**src/rtl/taxi_eth_tx_frame_arb.sv**
```systemverilog
// Frame-level round-robin arbiter that shares one MAC transmit stream among PORTS sources,
// tags frames with the source index and routes MAC completions back to the originating port.
module taxi_eth_tx_frame_arb #(
  parameter int PORTS           = 4,
  parameter int DATA_W          = 8,
  parameter int ID_W            = 8,
  parameter int CPL_W           = 96,
  parameter int MAX_OUTSTANDING = 4
) (
  input  logic                    clk,
  input  logic                    rst_n,

  input  logic [PORTS*DATA_W-1:0] s_axis_tdata,
  input  logic [PORTS-1:0]        s_axis_tvalid,
  output logic [PORTS-1:0]        s_axis_tready,
  input  logic [PORTS-1:0]        s_axis_tlast,
  input  logic [PORTS-1:0]        s_axis_tuser,

  output logic [DATA_W-1:0]       m_axis_tdata,
  output logic                    m_axis_tvalid,
  input  logic                    m_axis_tready,
  output logic                    m_axis_tlast,
  output logic                    m_axis_tuser,
  output logic [ID_W-1:0]         m_axis_tid,

  input  logic [CPL_W-1:0]        s_axis_cpl_tdata,
  input  logic [ID_W-1:0]         s_axis_cpl_tid,
  input  logic                    s_axis_cpl_tvalid,
  output logic                    s_axis_cpl_tready,

  output logic [CPL_W-1:0]        m_cpl_data,
  output logic [PORTS-1:0]        m_cpl_valid,
  output logic                    cpl_err,
  output logic                    busy
);

  localparam int PTR_W = $clog2(PORTS);
  localparam int CNT_W = $clog2(MAX_OUTSTANDING + 1);

  typedef enum logic {
    IDLE,
    XFER
  } state_t;

  state_t                 state_q, state_d;
  logic [PTR_W-1:0]       grant_q, grant_d;
  logic [PTR_W-1:0]       rr_q, rr_d;
  logic [CNT_W-1:0]       cnt_q [PORTS];
  logic [CNT_W-1:0]       cnt_d [PORTS];
  logic [CPL_W-1:0]       cpl_data_q;
  logic [PORTS-1:0]       cpl_valid_q;
  logic                   cpl_err_q;
  logic                   cpl_rdy_q;

  logic [DATA_W-1:0]      s_data [PORTS];
  logic [PORTS-1:0]       elig;
  logic                   pick_found;
  logic [PTR_W-1:0]       pick_idx;
  logic [PTR_W:0]         scan;
  logic                   frame_done;
  logic                   cpl_fire;
  logic                   cpl_hit;
  logic [PTR_W-1:0]       cpl_port;
  logic [PORTS-1:0]       cpl_onehot;
  logic                   cpl_under;

  for (genvar gi = 0; gi < PORTS; gi++) begin : g_unpack
    assign s_data[gi] = s_axis_tdata[gi*DATA_W +: DATA_W];
  end

  // NOTE: every variable driven in always_comb gets a default first, so no path can infer a latch.
  always_comb begin
    elig = '0;
    for (int i = 0; i < PORTS; i++) begin
      elig[i] = s_axis_tvalid[i] && (cnt_q[i] < CNT_W'(MAX_OUTSTANDING));
    end
  end

  // Rotating search starting just above the last port served.
  always_comb begin
    pick_found = 1'b0;
    pick_idx   = '0;
    scan       = '0;
    for (int k = 1; k <= PORTS; k++) begin
      scan = {1'b0, rr_q} + (PTR_W+1)'(k);
      if (scan >= (PTR_W+1)'(PORTS)) scan = scan - (PTR_W+1)'(PORTS);
      if (!pick_found && elig[scan[PTR_W-1:0]]) begin
        pick_found = 1'b1;
        pick_idx   = scan[PTR_W-1:0];
      end
    end
  end

  assign frame_done = (state_q == XFER) && s_axis_tvalid[grant_q] &&
                      m_axis_tready && s_axis_tlast[grant_q];

  // FSM process 1: state register.
  // NOTE: sequential state uses non-blocking assignments so all flops update from pre-edge values.
  always_ff @(posedge clk or negedge rst_n) begin
    if (!rst_n) state_q <= IDLE;
    else        state_q <= state_d;
  end

  // FSM process 2: next state, grant and round-robin pointer.
  always_comb begin
    state_d = state_q;
    grant_d = grant_q;
    rr_d    = rr_q;
    case (state_q)
      IDLE: begin
        if (pick_found) begin
          state_d = XFER;
          grant_d = pick_idx;
        end
      end
      XFER: begin
        if (frame_done) begin
          state_d = IDLE;
          rr_d    = grant_q;
        end
      end
      default: state_d = IDLE;
    endcase
  end

  // FSM process 3: unbuffered pass-through from the granted port.
  always_comb begin
    s_axis_tready = '0;
    m_axis_tvalid = 1'b0;
    m_axis_tdata  = '0;
    m_axis_tlast  = 1'b0;
    m_axis_tuser  = 1'b0;
    m_axis_tid    = '0;
    if (state_q == XFER) begin
      m_axis_tvalid          = s_axis_tvalid[grant_q];
      s_axis_tready[grant_q] = m_axis_tready;
      m_axis_tdata           = s_data[grant_q];
      m_axis_tlast           = s_axis_tlast[grant_q];
      m_axis_tuser           = s_axis_tuser[grant_q];
      m_axis_tid             = ID_W'(grant_q);
    end
  end

  assign cpl_fire = s_axis_cpl_tvalid && cpl_rdy_q;
  assign cpl_hit  = {1'b0, s_axis_cpl_tid} < (ID_W+1)'(PORTS);
  assign cpl_port = s_axis_cpl_tid[PTR_W-1:0];

  // Outstanding counters: +1 on a forwarded tlast, -1 on a matching completion, clamped at 0.
  always_comb begin
    cpl_onehot = '0;
    cpl_under  = 1'b0;
    for (int i = 0; i < PORTS; i++) begin
      cnt_d[i] = cnt_q[i];
      if (frame_done && grant_q == PTR_W'(i)) cnt_d[i] = cnt_d[i] + CNT_W'(1);
      if (cpl_fire && cpl_hit && cpl_port == PTR_W'(i)) begin
        cpl_onehot[i] = 1'b1;
        if (cnt_q[i] == '0) cpl_under = 1'b1;
        else                cnt_d[i]  = cnt_d[i] - CNT_W'(1);
      end
    end
  end

  always_ff @(posedge clk or negedge rst_n) begin
    if (!rst_n) begin
      grant_q     <= '0;
      rr_q        <= PTR_W'(PORTS - 1);
      // NOTE: the counter array is built from flops, so the async reset clears every entry.
      for (int i = 0; i < PORTS; i++) cnt_q[i] <= '0;
      cpl_data_q  <= '0;
      cpl_valid_q <= '0;
      cpl_err_q   <= 1'b0;
      cpl_rdy_q   <= 1'b0;
    end else begin
      grant_q     <= grant_d;
      rr_q        <= rr_d;
      for (int i = 0; i < PORTS; i++) cnt_q[i] <= cnt_d[i];
      if (cpl_fire) cpl_data_q <= s_axis_cpl_tdata;
      cpl_valid_q <= cpl_onehot;
      cpl_err_q   <= cpl_fire && (!cpl_hit || cpl_under);
      cpl_rdy_q   <= 1'b1;
    end
  end

  assign s_axis_cpl_tready = cpl_rdy_q;
  assign m_cpl_data        = cpl_data_q;
  assign m_cpl_valid       = cpl_valid_q;
  assign cpl_err           = cpl_err_q;
  assign busy              = (state_q == XFER);

endmodule

```
**config.mk**
```make
export PLATFORM = sky130hd
export DESIGN_NAME = taxi_eth_tx_frame_arb
export DESIGN_NICKNAME = d
export VERILOG_FILES = /design/src/rtl/taxi_eth_tx_frame_arb.sv
export SDC_FILE = /design/constraint.sdc
export NUM_CORES = 1
export LEC_CHECK = 0
export BUFFER_PORTS_ARGS = -buffer_cell sky130_fd_sc_hd__buf_2
export CORE_MARGIN = 2
export CORE_UTILIZATION = 50
export DETAILED_ROUTE_END_ITERATION = 16
export PLACE_DENSITY = 0.87
export SLEW_MARGIN = 20
export SYNTH_ARGS = -nofsm -noshare
export SYNTH_HDL_FRONTEND = slang
export SYNTH_SLANG_ARGS = --single-unit
```
**constraint.sdc**
```tcl
create_clock -name clk -period 5.17 [get_ports clk]
set_input_delay 1.034 -clock clk [delete_from_list [all_inputs] [get_ports clk]]
set_output_delay 1.034 -clock clk [all_outputs]
set_load 0.05 [all_outputs]
```
==> run_results.csv, run 1 <==
group,metric,value,unit
run_status,status,"complete, no violations",
timing,hold_viol_final,0,
synthesis,ys_warn_count,0,
timing,fin_crit_sh,69.1,%
worst_setup_path,crit_required,4.14,ns
synthesis,synth_common_cells,"dfrtp_1 (117), mux2_2 (97), inv_1 (14), and2_1 (13)",
synthesis,syn-cell-area,0.00552,sq mm
worst_setup_path,max_stage_delay,1.00,ns
synthesis,yosysTopAreaCell,"dfrtp_1",
clock_network,clk_pin_slew,0.06,ns
grt,grt_pass1_vias,4316,
synthesis,synthTopCellsByArea,"dfrtp_1 (53%), mux2_2 (20%), mux4_2 (4.9%), ha_1 (2.7%), mux2i_1 (2.2%)",
power,power.leakage,3.73,nW
grt,antenna_found_initial,3,
power,vdd_drop_max,0.520,mV
detailed_routing,vias,4205,
power,powerDensity,536,mW/mm^2
clock_network,post_cts_buffers,0,
clock_network,root_buffer,"clkbuf_8",
detailed_routing,route.antenna.remaining_nets,0,
synthesis,synth.most_common_cell,"dfrtp_1",
layout,synthToLayoutAreaGrowth,37.4,%
layout,finalNetCount,823,
timing,finalWorstSetupSlack,1.60,ns
detailed_routing,routed_wl,14400,microns
worst_setup_path,critPathSlowestCell,"dfrtp_1",
clock_network,cts_tree,"done",
worst_setup_path,path_cells,"mux4_2 -> and2_1 -> buf_2",
grt,grt_max_degree,87,
floorplan,core,0.0108,sq mm
power,total_power,4.07,mW
worst_hold_path,holdCritPathClass,"flip-flop to flip-flop",
synthesis,synthCells,386,
flow_run,drv_cap,0,
detailed_routing,drt_pre_antenna_iters,4,
timing,setup_tns,0,ns
grt,grt_first_pass_wirelength,21300,microns
timing,worst_pin_slew,0.996,ns
place,pre_cts_ws,2.10,ns
layout,layout-drive-gt1-share,64.5,%
timing,setup_viol,0,
timing,slew_violations,0,
worst_setup_path,worst_ep_arrival_time,2.54,ns
timing,rsz0062_at_grt,"false",
timing,fmax,0.280,GHz
place,place.gp.congestion,0.900,
worst_setup_path,r2r_setup_slack,2.43,ns
clock_network,hold_buffers,0,
detailed_routing,viasPerCell,5.17,
worst_setup_path,r2r_cells,8,
floorplan,dieArea,0.0119,sq mm
detailed_routing,wl_per_cell,17.6,microns
synthesis,synth_cell_types,45,
worst_setup_path,start_kind,"flip-flop",
detailed_routing,drc_errors,0,
place,io_buffers,271,
floorplan,io_pins,278,
synthesis,yosys.area.top_type_share,53.0,%
synthesis,synth.avg_cell_area,14.3,sq um
floorplan,dieHeight,109,microns
clock_network,cts_resized,0,
place,hpwl,10600,microns
worst_setup_path,end_kind,"output pin",
worst_setup_path,path_max_fanout,20,
timing,max-slew-margin-rel,33.6,%
floorplan,start_util,51.2,%
grt,overflow,0,
synthesis,async_flop_share,100,%
clock_network,cts.path.max_buffers,2,
clock_network,clkLatencyLatePin,0.52,ns
floorplan,rows,38,
floorplan,die_width,109,microns
worst_hold_path,min_path_cells,1,
clock_network,htreeDepth,4,
grt,grt.total_usage,24.2,%
clock_network,clock-sinks,119,
worst_setup_path,timing_worst_setup_path_type,"flip-flop to output pin",
detailed_routing,drt_iter0_markers,219,
synthesis,synth_edf_count,0,
synthesis,ys.flop_type,"dfrtp_1",
timing,fin_worst_skew,0.0105,ns
clock_network,numCtsBuffers,17,
synthesis,synth_seq_cells,119,
synthesis,synth_seq_area_share,54.0,%
timing,fin_crit,3.57,ns
final timing paths:
kind                                 from              to
min in group asynchronous           rst_n  m_cpl_data[22]
max                            grant_q[0]   m_axis_tvalid
min reg2reg                m_cpl_data[48]  m_cpl_data[48]
min                        m_cpl_data[48]  m_cpl_data[48]
max reg2reg                    grant_q[0]        cnt_q[2]
max in group asynchronous           rst_n         rr_q[0]
layer usage:
layer | global-route usage [%] | share of wire, % | vias up
met1 | 24.6 | 35 | 2087
met4 | 10.3 | 2.2 | 0
li1 | - | - | 1903
met5 | 0 | 0 | -
met2 | 46.0 | 56 | 193
met3 | 6.75 | 7.1 | 22
critical path, delay by kind of cell (launching register included):
| family | cells | cell delay [ns] |
|---|---|---|
| flops | 1 | 1.00 |
| buf+inv | 1 | 0.21 |
| mux | 1 | 0.64 |
| simple gates | 1 | 0.18 |
registers in the layout, summed over array words and instances (netlist names):
name and cells:
m_cpl_data 96, cnt_q 12, m_cpl_valid 4, grant_q 2, rr_q 2, busy 1, cpl_err 1, s_axis_cpl_tready 1
logic make-up (layout without fill, tap and decap cells):
group,count (synthesis),count (layout),share of synthesized area [%]
AOI/OAI and AO/OA,9,9,0.975
xor gates and xnor gates,12,12,1.90
adders and majority gates,12,12,2.72
buffers and inverters,38,318,3.49
DFF,119,119,54.0
muxes,122,122,27.1
other,2,10,0.136
and+or+nand+nor,72,72,9.68
power breakdown:
group	switching (mW)	internal (mW)	leakage, nW	total (mW)
logic	1.04	0.521	2.02	1.56
registers	0.186	1.11	1.42	1.29
clock network	0.413	0.804	0.296	1.22
stage by stage:
stage	util, %	instance area [sq um]	cells	hold slack, ns
finish	70.3	7580	814	0.500
global route	70.3	7580	814	0.509
CTS	70.2	7570	811	0.502
detailed placement	64.5	6960	780	0.489
global placement	64.5	6960	780	0.482
floorplan	-	5540	391	0.473
final cells by class:
cell class	count	area, sq um
Antenna cell	3	7.51
Multi-Input combinational cell	234	2370
Clock buffer	19	442
Tap cell	140	175
Sequential cell	119	2980
Fill cell	724	3210
Timing Repair Buffer	273	1380
Inverter	14	52.6
Clock inverter	12	175
placed cells by master, fill, tap and decap left out, drive strengths merged, types with 5 or more instances in the layout:
cell / synthesis / layout
ha: 12 / 12
inv: 14 / 15
mux2: 98 / 98
dfrtp: 117 / 117
nand3: 5 / 5
xnor2: 8 / 8
conb: 2 / 7
and2: 13 / 13
clkbuf: 1 / 19
mux2i: 12 / 12
mux4: 12 / 12
buf: 23 / 273
nor2: 12 / 12
nor2b: 9 / 9
nor3: 5 / 5
nand2: 9 / 9
Note: power is estimated with default switching activity, not from simulation.
==> inputs of run 2 (changes only) <==
--- a/config.mk
+++ b/config.mk
@@ -7,9 +7,9 @@
 export LEC_CHECK = 0
 export BUFFER_PORTS_ARGS = -buffer_cell sky130_fd_sc_hd__buf_2
 export CORE_MARGIN = 2
-export CORE_UTILIZATION = 50
+export CORE_UTILIZATION = 46
 export DETAILED_ROUTE_END_ITERATION = 16
-export PLACE_DENSITY = 0.87
+export PLACE_DENSITY = 0.81
 export SLEW_MARGIN = 20
 export SYNTH_ARGS = -nofsm -noshare
 export SYNTH_HDL_FRONTEND = slang
==> constraint.sdc (replaced) <==
create_clock -name clk -period 3.7 [get_ports clk]
set_input_delay 0.74 -clock clk [delete_from_list [all_inputs] [get_ports clk]]
set_output_delay 0.74 -clock clk [all_outputs]
set_load 0.05 [all_outputs]
==> run 2 against run 1 <==
Clock skew is 0.0020 ns lower. Global-route usage shrank 3.7 points. Sequential share of layout area shrank 0.31 points. Sequential cell count unchanged. Utilization fell by 5.8 points. Final area grew 0.79%. Non-clock buffer count grew 1. Die area up 8.4%. Cell count is 0.74% higher.
==> run_results.csv, run 2 (synthesis results as in run 1) <==
group,metric,value,unit
run_status,status,"complete, no violations",
worst_setup_path,crit_buf_inv,1,
worst_setup_path,crit_start,"grant_q[0]",
worst_setup_path,end_kind,"output pin",
place,io_buffers,271,
floorplan,rows,40,
worst_setup_path,path_cells,"mux4_2 -> and2_1 -> buf_2",
timing,fin_crit,3.14,ns
grt,antenna_found_initial,0,
clock_network,clock-sinks,119,
detailed_routing,drt_iter0_markers,213,
worst_hold_path,holdCritPathClass,"input port to asynchronous set/reset pin",
worst_setup_path,timing_worst_setup_path_type,"flip-flop to output pin",
detailed_routing,wl_per_cell,16.1,microns
layout,final_common_cell,"buf_2",
clock_network,root_buffer,"clkbuf_16",
worst_setup_path,max_stage_delay,0.99,ns
layout,synthToLayoutAreaGrowth,38.5,%
floorplan,dieHeight,114,microns
grt,overflow,0,
detailed_routing,drt_pre_antenna_iters,4,
place,place.gp.congestion,0.799,
worst_setup_path,path_max_fanout,20,
layout,layout-drive-gt1-share,64.6,%
clock_network,cts_resized,0,
layout,largest_register_ffs,96,
layout,finalNetCount,824,
detailed_routing,route.antenna.remaining_nets,0,
timing,worst_pin_slew,0.982,ns
floorplan,start_util,46.6,%
worst_setup_path,crit_required,2.96,ns
worst_setup_path,regToRegStartpoint,"grant_q[0]",
grt,grt_max_degree,64,
timing,hold_ws,0.431,ns
timing,setup_tns,0,ns
place,hpwl,10200,microns
layout,diodes,0,
timing,fin_worst_skew,0.00850,ns
grt,grt_pass1_vias,4233,
floorplan,die_width,114,microns
grt,grt.total_usage,20.5,%
clock_network,clkLatencyLatePin,0.40,ns
layout,final_cell_mix,"buf_2 (270), dfrtp_1 (117), mux2_2 (97)",
timing,slew_violations,0,
clock_network,cts_tree,"done",
clock_network,numCtsBuffers,17,
clock_network,hold_buffers,0,
timing,setup_viol,0,
detailed_routing,vias,4099,
detailed_routing,routed_wl,13200,microns
layout,fillers,917,
timing,rsz0062_at_grt,"false",
clock_network,cts.path.max_buffers,2,
clock_network,htreeDepth,4,
clock_network,post_cts_buffers,0,
timing,hold_viol_final,0,
clock_network,clk_pin_slew,0.06,ns
flow_run,drv_cap,0,
floorplan,core,0.0119,sq mm
timing,fin_crit_sh,85.0,%
floorplan,dieArea,0.0129,sq mm
floorplan,io_pins,278,
power,powerDensity,756,mW/mm^2
worst_setup_path,start_kind,"flip-flop",
power,power.leakage,3.76,nW
power,total_power,5.78,mW
detailed_routing,drc_errors,0,
detailed_routing,viasPerCell,5.00,
timing,max-slew-margin-rel,34.5,%
worst_setup_path,path_delay_family,"flip-flops",
worst_setup_path,critPathSlowestCell,"dfrtp_1",
grt,grt_first_pass_wirelength,20700,microns
worst_setup_path,worst_ep_arrival_time,2.40,ns
power,vdd_drop_max,0.574,mV
timing,fmax,0.318,GHz
## run 2: cell count changes in the layout (fill, tap and decap cells not counted), sizes merged
cell | before | now
buf | 273 | 274
bufinv | 4 | 5
clkbuf | 19 | 18
clkinv | 4 | 5
clkinvlp | 3 | 1
diode | 3 | 0
inv | 15 | 17
## run 2: path summary, 6_finish.rpt
kind,cells after the start,slack [ns],endpoint
hold reg to reg,1,0.50,m_cpl_data[78]
min in group clk,1,0.50,m_cpl_data[78]
setup / recovery,3,0.56,m_axis_tlast
hold / removal,1,0.43,m_cpl_data[6]
max in group asynchronous,2,2.46,m_cpl_data[78]
setup reg to reg,8,0.97,cnt_q[2]
## run 2: cell type report
class | count | area [sq um] | area share [%]
clock buffers | 18 | 439 | 5.74
multi-input cells | 234 | 2370 | 31.1
clock inverters | 14 | 220 | 2.88
well taps | 147 | 184 | 2.41
flip-flops and latches | 119 | 2980 | 39.0
inverters | 14 | 52.6 | 0.687
repair buffers | 274 | 1390 | 18.2
## run 2: where the power goes
part | internal (mW) | total [mW] | switching, mW
sequential | 1.54 | 1.80 | 0.254
combinational | 0.729 | 2.16 | 1.43
clock | 1.22 | 1.82 | 0.598
## run 2: layer usage
| metal | GRT usage, % | vias to the layer above | part of all wire [%] |
|---|---|---|---|
| met5 | 0 | - | 0 |
| met4 | 7.40 | 0 | 1.7 |
| met3 | 5.26 | 21 | 6.1 |
| met2 | 38.0 | 186 | 55 |
| met1 | 22.7 | 1995 | 37 |
| li1 | - | 1897 | - |
## run 2: per-stage QoR
stage	utilization [%]	instances	instance area (sq um)	setup slack, ns
3_5_place_dp	58.9	788	6990	0.936
6_report	64.5	820	7640	0.555
5_1_grt	64.5	820	7640	0.368
3_3_place_gp	58.9	788	6990	0.970
4_1_cts	64.5	820	7640	0.497
2_1_floorplan	-	391	5540	0.811
